**config.mk**
```make
export PLATFORM = sky130hd
export DESIGN_NAME = transmitter_datapath
export DESIGN_NICKNAME = d
export VERILOG_FILES = /design/src/rtl/transmitter_datapath.sv
export SDC_FILE = /design/constraint.sdc
export NUM_CORES = 1
export LEC_CHECK = 0
export ABC_AREA = 1
export CORE_ASPECT_RATIO = 1.1
export CORE_MARGIN = 2
export CORE_UTILIZATION = 45
export CTS_CLUSTER_DIAMETER = 60
export DETAILED_ROUTE_END_ITERATION = 8
export HOLD_SLACK_MARGIN = 0.03
export PLACE_DENSITY = 0.8
export SLEW_MARGIN = 10
export SYNTH_ARGS = -nofsm -noshare
export SYNTH_HDL_FRONTEND = slang
export SYNTH_SLANG_ARGS = --single-unit
```
**constraint.sdc**
```tcl
create_clock -name clk -period 1.25 [get_ports clk]
set_clock_uncertainty 0.05 [all_clocks]
set_input_delay 0.3125 -clock clk [delete_from_list [all_inputs] [get_ports clk]]
set_output_delay 0.3125 -clock clk [all_outputs]
set_load 0.01 [all_outputs]
```
**src/rtl/transmitter_datapath.sv**
```systemverilog
// UART transmitter serial datapath: frames data_in as start+data+[parity]+stop
// and shifts it out LSB-first on tx, one bit per qualified count_pulse.
module transmitter_datapath #(
  parameter int DATA_BITS  = 8,
  parameter int PARITY_EN  = 0,
  parameter int PARITY_ODD = 0,
  parameter int STOP_BITS  = 1
) (
  input  logic                 clk,
  input  logic                 reset,
  input  logic [DATA_BITS-1:0] data_in,
  input  logic                 load_pulse,
  input  logic                 reset_pulse,
  input  logic                 shift,
  input  logic                 count_pulse,
  output logic                 tx,
  output logic                 count,
  output logic                 busy
);

  localparam int FRAME = 1 + DATA_BITS + PARITY_EN + STOP_BITS;
  localparam int CNT_W = $clog2(FRAME + 1);
  localparam logic [CNT_W-1:0] LAST_CNT = CNT_W'(FRAME);

  logic [FRAME-1:0] r_shreg;
  logic [CNT_W-1:0] r_bit_cnt;
  logic             r_tx;
  logic             r_count;
  logic             r_busy;

  logic [FRAME-1:0] w_frame;
  logic             w_parity;
  logic             w_advance;

  assign w_parity  = (PARITY_ODD != 0) ? ~^data_in : ^data_in;
  assign w_advance = shift & count_pulse & r_busy;

  // Stop bits fill the top of the frame; with parity off the slot above the
  // data simply stays a stop bit.
  always_comb begin
    w_frame                = '1;
    w_frame[0]             = 1'b0;
    w_frame[DATA_BITS:1]   = data_in;
    if (PARITY_EN != 0) begin
      w_frame[DATA_BITS+1] = w_parity;
    end
  end

  // NOTE: sequential state uses non-blocking assignments so every register
  // samples the pre-edge values of the others.
  always_ff @(posedge clk) begin
    r_count <= 1'b0;
    if (reset || reset_pulse) begin
      r_tx      <= 1'b1;
      r_busy    <= 1'b0;
      r_bit_cnt <= '0;
      r_shreg   <= '1;
    end else if (load_pulse) begin
      r_shreg   <= w_frame;
      r_bit_cnt <= '0;
      r_busy    <= 1'b1;
    end else if (w_advance) begin
      if (r_bit_cnt == LAST_CNT) begin
        // Last stop bit has been held a full baud period.
        r_tx      <= 1'b1;
        r_busy    <= 1'b0;
        r_bit_cnt <= '0;
        r_count   <= 1'b1;
      end else begin
        r_tx      <= r_shreg[0];
        r_shreg   <= {1'b1, r_shreg[FRAME-1:1]};
        r_bit_cnt <= r_bit_cnt + 1'b1;
      end
    end
  end

  assign tx    = r_tx;
  assign count = r_count;
  assign busy  = r_busy;

endmodule

```
======== Word level (Yosys, flattened, before mapping) ========
Index checks and enable logic that the tools add are counted.
storage, ports and cells
  register bits ........................... 16
  latch bits .............................. 0
  bits in writable memories ............... 0
  bits in read-only memories .............. 0
  output and inout port bits .............. 3
  logic and storage cells ................. 29
  memories kept ........................... 0
operators by class
  $add $sub $neg .......................... 1
  $mul .................................... 0
  divide/modulo/power cells ............... 0
  magnitude comparators ................... 0
  eq/ne operators ......................... 2
  shift-type cells ........................ 0
  muxes and demuxes ....................... 9
  bitwise logic cells ..................... 4
  reduce and logical (&&, ||, !) cells .... 8
operators with widths
  operator             count
  $mux 9               3
  $reduce_and 2->1     3
  $mux 1               5
  $add 4x1->4 const B  1
  $eq 4x4->1 const B   1
  $mux 4               1
  $reduce_bool 2->1    2
  $reduce_or 3->1      1
  $and 1x1->1          2
  $ne 2x2->1 const B   1
  $not 1->1            2
  $reduce_or 2->1      1
  $logic_or 1x1->1     1

======== Logic depth before layout (Yosys ltp) ========
Gate-level depths: netlist of run 1.
  word-level depth ........................ 4
  gate-level depth with buffers ........... 7
  mapped depth without buffers ............ 6

======== Least setup slack after synthesis of run 1 ========
OpenSTA, ideal clock, no wires.
  kind .................................... register to register
  from .................................... reg r_busy (netlist: busy)
  to ...................................... reg r_shreg[2]
  library setup time ...................... 0.121 ns
  data arrival time ....................... 0.941 ns
  data required time ...................... 1.079 ns
  path slack .............................. 0.138 ns
  stages on the path, launching flop included .. 7
  period minus slack after synthesis ...... 1.112 ns
  cells stage by stage .................... dfxtp_1 nand2_1 nor2_4 nand2_4 buf_12 nand2_2 nand3_2
between the ends
  word-level cells in the longest chain between the ends .. 3
ends and longest elaborated chain
  what                         RTL line  source
  start, declared              29        logic r_busy;
  start signal, assigned       55        r_busy <= 1'b0;
  start signal, assigned       61        r_busy <= 1'b1;
  start signal, assigned       66        r_busy <= 1'b0;
  $and 1x1->1                  36        assign w_advance = shift & count_pulse & r_busy;
  $reduce_bool 2->1 (no line)  n/a
  $reduce_and 2->1 (no line)   n/a
  end signal, assigned         59        r_shreg <= w_frame;
  end signal, assigned         71        r_shreg <= {1'b1, r_shreg[FRAME-1:1]};
  end, declared                25        logic [FRAME-1:0] r_shreg;
No other way between the ends.
A chain may end at the register's enable or synchronous reset.

======== Worst setup path after layout of run 1 ========
  from .................................... reg r_count (netlist: count)
  to ...................................... out count
RTL lines
  what                    RTL line  source
  start, declared         28        logic r_count;
  start signal, assigned  52        r_count <= 1'b0;
  start signal, assigned  68        r_count <= 1'b1;
  end, declared           17        output logic count,
No word-level cell between the ends.

==> results by group, run 1 <==
Run status
  – Status: completed

Die
  – Total die area: 2390 um^2
  – Die width: 46.8 um
  – Row cnt: 17
  – Die H: 51.1 um
  – Core Area: 1960 um^2
  – Initial Util: 0.464
  – I/O Pins: 17

Clock network
  – CTS tree: done
  – Clk sinks: 16
  – Root Buffer: clkbuf_4
  – Clock latency on the worst-skew pair: 0.28 ns
  – Clock Path Buffers: 2
  – Cts bufs inserted: 3
  – Hold_buf cts: 0
  – Clock transition at path regs: 0.08 ns
  – Number of setup buffers added after CTS: 0
  – Max H-tree Level: 1

Cells and area
  – Diode count: 0
  – Final std cells w/o fill: 170
  – Design area: 1190 um^2
  – Area Overhead vs Synth: 31.2%
  – Fraction of layout cells with a size suffix above 1: 0.373
  – Final #Nets: 158

GRT
  – Vias in the first global route: 811
  – GRT overflow: 0
  – Antenna violations before repair: 0
  – Global Route Usage Sum: 0.181
  – Largest net degree at the start of global routing: 13
  – First-pass GRT wire length: 3200 um

Job
  – Max Cap Viol: 0

STA
  – Final setup vio count: 0
  – Final Hold Fails: 0
  – Fin crit share: 0.970
  – Fin. max-slew vios: 0
  – Fmax: 825 MHz
  – RSZ-0062 raised after global routing: no
  – Tmin final: 1.21 ns
  – Setup ws final: 0.0375 ns
  – Worst Tran Pin Value: 0.233 ns
  – Worst relative slew slack: 0.844

Setup path
  – Crit path from: count
  – Worst endpoint required time: 0.89 ns
  – Critical path's top delay family: flip-flops
  – CP max FO: 1
  – Setup slack, reg-to-reg: 0.14 ns
  – Buf/Inv on CP: 1
  – Reg2reg path depth: 5
  – CP peak stage delay: 0.30 ns
  – CP cell instances: dlygate4sd2_1
  – CP Data Arrival Time: 0.85 ns
  – Setup crit end: count
  – Reg-to-Reg Start: r_bit_cnt[0]
  – Crit path capture type: output port
  – Number of cells on the critical path: 1
  – Crit-path slowest cell: dfxtp_1
  – Critical Path Source Type: flip-flop
  – Reg2Reg Capture Point: tx
  – WS Path Type: reg -> out

Yosys
  – Fraction of registers with async set/reset: 0
  – Yosys cell types: 20
  – Synth Register Bits: 16
  – Post-Syn Area: 907 um^2
  – Mapped Cells: 117
  – Ys Warns: 0
  – Area leader, netlist: dfxtp_1
  – Post-synth EDFFs: 0
  – Net count after synthesis: 131
  – Seq/Total Area, Yosys: 0.353
  – Post-synth top area share: 0.353
  – Synth Area per Inst: 7.75 um^2
  – Main synth FF type: dfxtp_1
  – Top post-synthesis cells by area: dfxtp_1, nand3_2, nand2_1
  – Synth cell count leaders: nand2_1, nand3_2, dfxtp_1
  – Most frequent cell after synthesis: nand2_1

Placed design
  – Hpwl dp: 1440 um
  – Place WS: -0.345 ns
  – Placed cell count: 166
  – Port Buf Inserts: 16
  – Placed Area: 1130 um^2
  – GPL Wtd Cong: 0.822

Drt
  – Post-route ant nets: 0
  – DR pass1 iterations: 4
  – Via count: 835
  – WL/cell: 11.1 um
  – WL final: 1890 um
  – DRC: 0
  – Vias per cell: 4.91
  – Iter 0 DRT Violations: 9

Power and ir drop
  – VDD IR max: 0.510 mV
  – Power Dens Cells: 823 nW/um^2
  – Static Leak: 0.548 nW

Min path
  – Worst Hold Class: in -> reg
==> flip-flops by register name, indices dropped and copies added (netlist names) <==
name       flops
r_bit_cnt      4
r_shreg        9
tx             1
busy           1
count          1
==> cells in the final DEF (no fill, tap or decap), types with 5 or more instances in the layout <==
| master | synthesis | routed |
|---|---|---|
| dfxtp_1 | 16 | 15 |
| nand3_2 | 17 | 19 |
| dlymetal6s2s_1 | 0 | 5 |
| inv_1 | 7 | 6 |
| nor2_1 | 13 | 11 |
| nand2_2 | 3 | 6 |
| nand2_1 | 27 | 24 |
| buf_4 | 1 | 9 |
| nand3_1 | 13 | 11 |
| clkdlybuf4s50_1 | 0 | 8 |
==> per-stage QoR <==
stage	hold WS [ns]	TNS, ns	power (mW)	util
global route	0.399	0	1.03	0.608
CTS	0.440	-0.196	0.988	0.593
finish	0.362	0	0.979	0.608
global placement	0.418	-3.90	0.722	0.575
floorplan	0.404	0	0.652	-
detailed placement	0.425	-4.31	0.726	0.575
==> cell type report <==
cell class | instances | area [um^2]
Inverter | 10 | 37.5
Multi-Input combinational cell | 88 | 544
Timing Repair Buffer | 25 | 229
Tap cell | 28 | 35.0
Sequential cell | 16 | 322
Clock buffer | 3 | 22.5
Fill cell | 191 | 767
==> kinds of logic (layout without fill, tap and decap cells) <==
logic type / count (synthesis) / after routing / share of synthesized area
compound gates: 7 / 7 / 0.0428
buf+inv: 14 / 38 / 0.0897
flops: 16 / 16 / 0.353
simple gates: 80 / 81 / 0.514
==> worst min path at each step <==
stage,cells past startpoint,slack (ns),startpoint,end
floorplan,2,0.40,r_shreg[0],r_shreg[0]
global placement,2,0.42,r_shreg[0],r_shreg[0]
detailed placement,2,0.43,r_shreg[1],r_shreg[1]
CTS,2,0.44,r_shreg[8],r_shreg[8]
global route,5,0.40,reset_pulse,count
finish,4,0.36,load_pulse,r_shreg[8]
==> metal layers <==
layer  GRT usage  share of wire  vias to the layer above  routed length (um)
met5           0              0                        -                   0
met4      0.0694          0.014                        0                  26
met3      0.0318          0.050                        4                  94
met2       0.324           0.54                       19                1010
met1       0.202           0.40                      381                 753
li1            -              -                      431                   -
==> power breakdown <==
| group | internal, mW | switching [mW] | total [mW] |
|---|---|---|---|
| clock network | 0.112 | 0.151 | 0.263 |
| logic | 0.0928 | 0.0888 | 0.182 |
| registers | 0.525 | 0.0100 | 0.535 |
==> what timing repair did <==
item | CTS | global route
pin swaps | 3 | 7
setup endpoints to repair | 4 | 16
gates cloned | 1 | 0
resized for setup | 8 | 17
(Power assumes the default switching activity.)
==> run 2, diff against run 1 <==
==> constraint.sdc (replaced) <==
create_clock -name clk -period 1.5 [get_ports clk]
set_clock_uncertainty 0.05 [all_clocks]
set_input_delay 0.375 -clock clk [delete_from_list [all_inputs] [get_ports clk]]
set_output_delay 0.375 -clock clk [all_outputs]
set_load 0.01 [all_outputs]
==> results by group, run 2 (synthesized netlist as in run 1, its figures left out) <==
Run status
  – Status: completed

Drt
  – Vias per cell: 4.87 (-0.85%)
  – Iter 0 DRT Violations: 5 (-4)
  – WL/cell: 10.9 um (-1.6%)
  – DRC: 0 (unchanged)
  – DR pass1 iterations: 4 (unchanged)
  – Post-route ant nets: 0 (unchanged)
  – WL final: 1840 um (-2.2%)
  – Via count: 823 (-1.4%)

Setup path
  – Crit path from: shift
  – CP Data Arrival Time: 1.54 ns (+0.69 ns)
  – Reg-to-Reg Start: r_bit_cnt[1]
  – Worst endpoint required time: 1.70 ns (+0.81 ns)
  – WS Path Type: in -> reg
  – Crit path capture type: flip-flop
  – CP max FO: 8 (+7)
  – Critical Path Source Type: primary input

STA
  – Fin. max-slew vios: 0 (unchanged)
  – Fmax: 744 MHz
  – Final Hold Fails: 0 (unchanged)
  – Worst relative slew slack: 0.809 (-0.0354)
  – Setup ws final: 0.156 ns (+0.119 ns)
  – RSZ-0062 raised after global routing: no
  – Setup TNS Final: 0 ns (unchanged)
  – Tmin final: 1.34 ns
  – Fin crit share: 0.896
  – Worst Tran Pin Value: 0.286 ns (+0.0530 ns)
  – Final setup vio count: 0 (unchanged)

Clock network
  – Clk sinks: 16 (unchanged)
  – CTS tree: done
  – Clock latency on the worst-skew pair: 0.29 ns (about the same)
  – Root Buffer: clkbuf_4
  – Number of setup buffers added after CTS: 0 (unchanged)
  – Hold_buf cts: 0 (unchanged)
  – Clock Path Buffers: 2 (unchanged)
  – Max H-tree Level: 1 (unchanged)
  – Clock transition at path regs: 0.10 ns (+0.02 ns)
  – Cts bufs inserted: 3 (unchanged)

Power and ir drop
  – Clock share of power: 0.329 (+0.061)
  – VDD IR max: 0.533 mV (+4.4%)
  – Comb power frac: 0.167 (-0.018)
  – Sw Ratio: 0.250 (-0.00474)
  – Switch Pwr: 0.221 mW (-12%)
  – Power Dens Cells: 766 nW/um^2 (-6.9%)
  – Sequential share of power: 0.504 (-0.042)
  – Static Leak: 0.503 nW (-8.2%)
  – Internal power: 0.662 mW (-9.3%)

Cells and area
  – Diode count: 0 (unchanged)
  – Finished Core Util: 0.589 (-0.0192)
  – Top flop regs: r_shreg (9), r_bit_cnt (4)
  – Number of flip-flops in the largest register: 9 (unchanged)
  – Most common cell after layout, fill and taps aside: nand2_1
  – Commonest cells after routing, fill and taps aside: nand2_1, nand3_2, dfxtp_1
  – Final #Nets: 156 (-1.3%)
  – Design area: 1150 um^2 (-3.2%)
  – Fraction of layout cells with a size suffix above 1: 0.291 (-0.0825)
  – Area Overhead vs Synth: 27.0%
  – Biggest register: r_shreg

Die
  – Total die area: 2390 um^2 (unchanged)
  – Core Area: 1960 um^2 (unchanged)
  – Die width: 46.8 um (unchanged)
  – Row cnt: 17 (unchanged)
  – Initial Util: 0.464 (unchanged)
  – I/O Pins: 17 (unchanged)
  – Die H: 51.1 um (unchanged)

Min path
  – Min-delay src: r_shreg[0]
  – Worst Hold Class: reg -> reg

GRT
  – Global Route Usage Sum: 0.172 (-0.00847)
  – Vias in the first global route: 704 (-13%)
  – Antenna violations before repair: 0 (unchanged)
  – Largest net degree at the start of global routing: 13 (unchanged)
  – GRT overflow: 0 (unchanged)
  – First-pass GRT wire length: 2890 um (-9.7%)

Placed design
  – Placed Area: 1120 um^2 (-0.67%)
  – Hpwl dp: 1460 um (+1.3%)
  – GPL Wtd Cong: 0.783 (-4.8%)
  – Port Buf Inserts: 16 (unchanged)
  – Place WS: -0.134 ns (+0.211 ns)

Job
  – Max Cap Viol: 0 (unchanged)
## run 2: changes by cell type in the layout (fill, tap and decap cells not counted), sizes merged
cell / change
buf: -2
clkdlybuf4s50: +5
dlygate4sd2: +2
dlymetal6s2s: -5
nand2: -1
## run 2: final timing paths
path                      to  slack [ns]  cells past startpoint
setup / recovery  r_shreg[4]        0.16                      5
hold / removal    r_shreg[0]        0.44                      2
setup reg to reg  r_shreg[4]        0.36                      5
hold reg to reg   r_shreg[0]        0.44                      2
## run 2: cell type report
class	count	area, um^2
repair buffers	24	216
fillers	198	805
multi-input cells	87	505
flip-flops and latches	16	322
inverters	10	37.5
clock buffers	4	36.3
well taps	28	35.0
## run 2: power by group through the flow
| stage | clock network, mW | logic, mW | registers, mW |
|---|---|---|---|
| global placement | 0 | 0.144 | 0.454 |
| global route | 0.316 | 0.162 | 0.446 |
| CTS | 0.297 | 0.149 | 0.445 |
| finish | 0.290 | 0.147 | 0.445 |
| floorplan | 0 | 0.0894 | 0.454 |
| detailed placement | 0 | 0.149 | 0.455 |
## run 2: per-layer routing
| metal | vias to the layer above | GRT usage | part of all wire |
|---|---|---|---|
| li1 | 427 | - | - |
| met2 | 25 | 0.299 | 0.50 |
| met4 | 0 | 0.0741 | 0.017 |
| met5 | - | 0 | 0 |
| met3 | 5 | 0.0424 | 0.049 |
| met1 | 366 | 0.191 | 0.43 |
## run 2: timing repair
action                     in CTS  in global routing
gates resized for setup         4                  0
setup endpoints to repair       3                  0
hold endpoints to repair        0                  0
## run 2: stage by stage
stage	cells	power, mW	hold WS [ns]
final	169	0.883	0.435
after global routing	169	0.924	0.451
after CTS	169	0.891	0.442
after detailed placement	165	0.604	0.426
after global placement	165	0.599	0.417
after floorplan	117	0.543	0.404
## run 2: critical path, cell delays in order
cell and delay [ns]:
clkdlybuf4s50_1 0.48, nand3_1 0.15, nand2_1 0.27, nand3_1 0.18, nand3_2 0.09
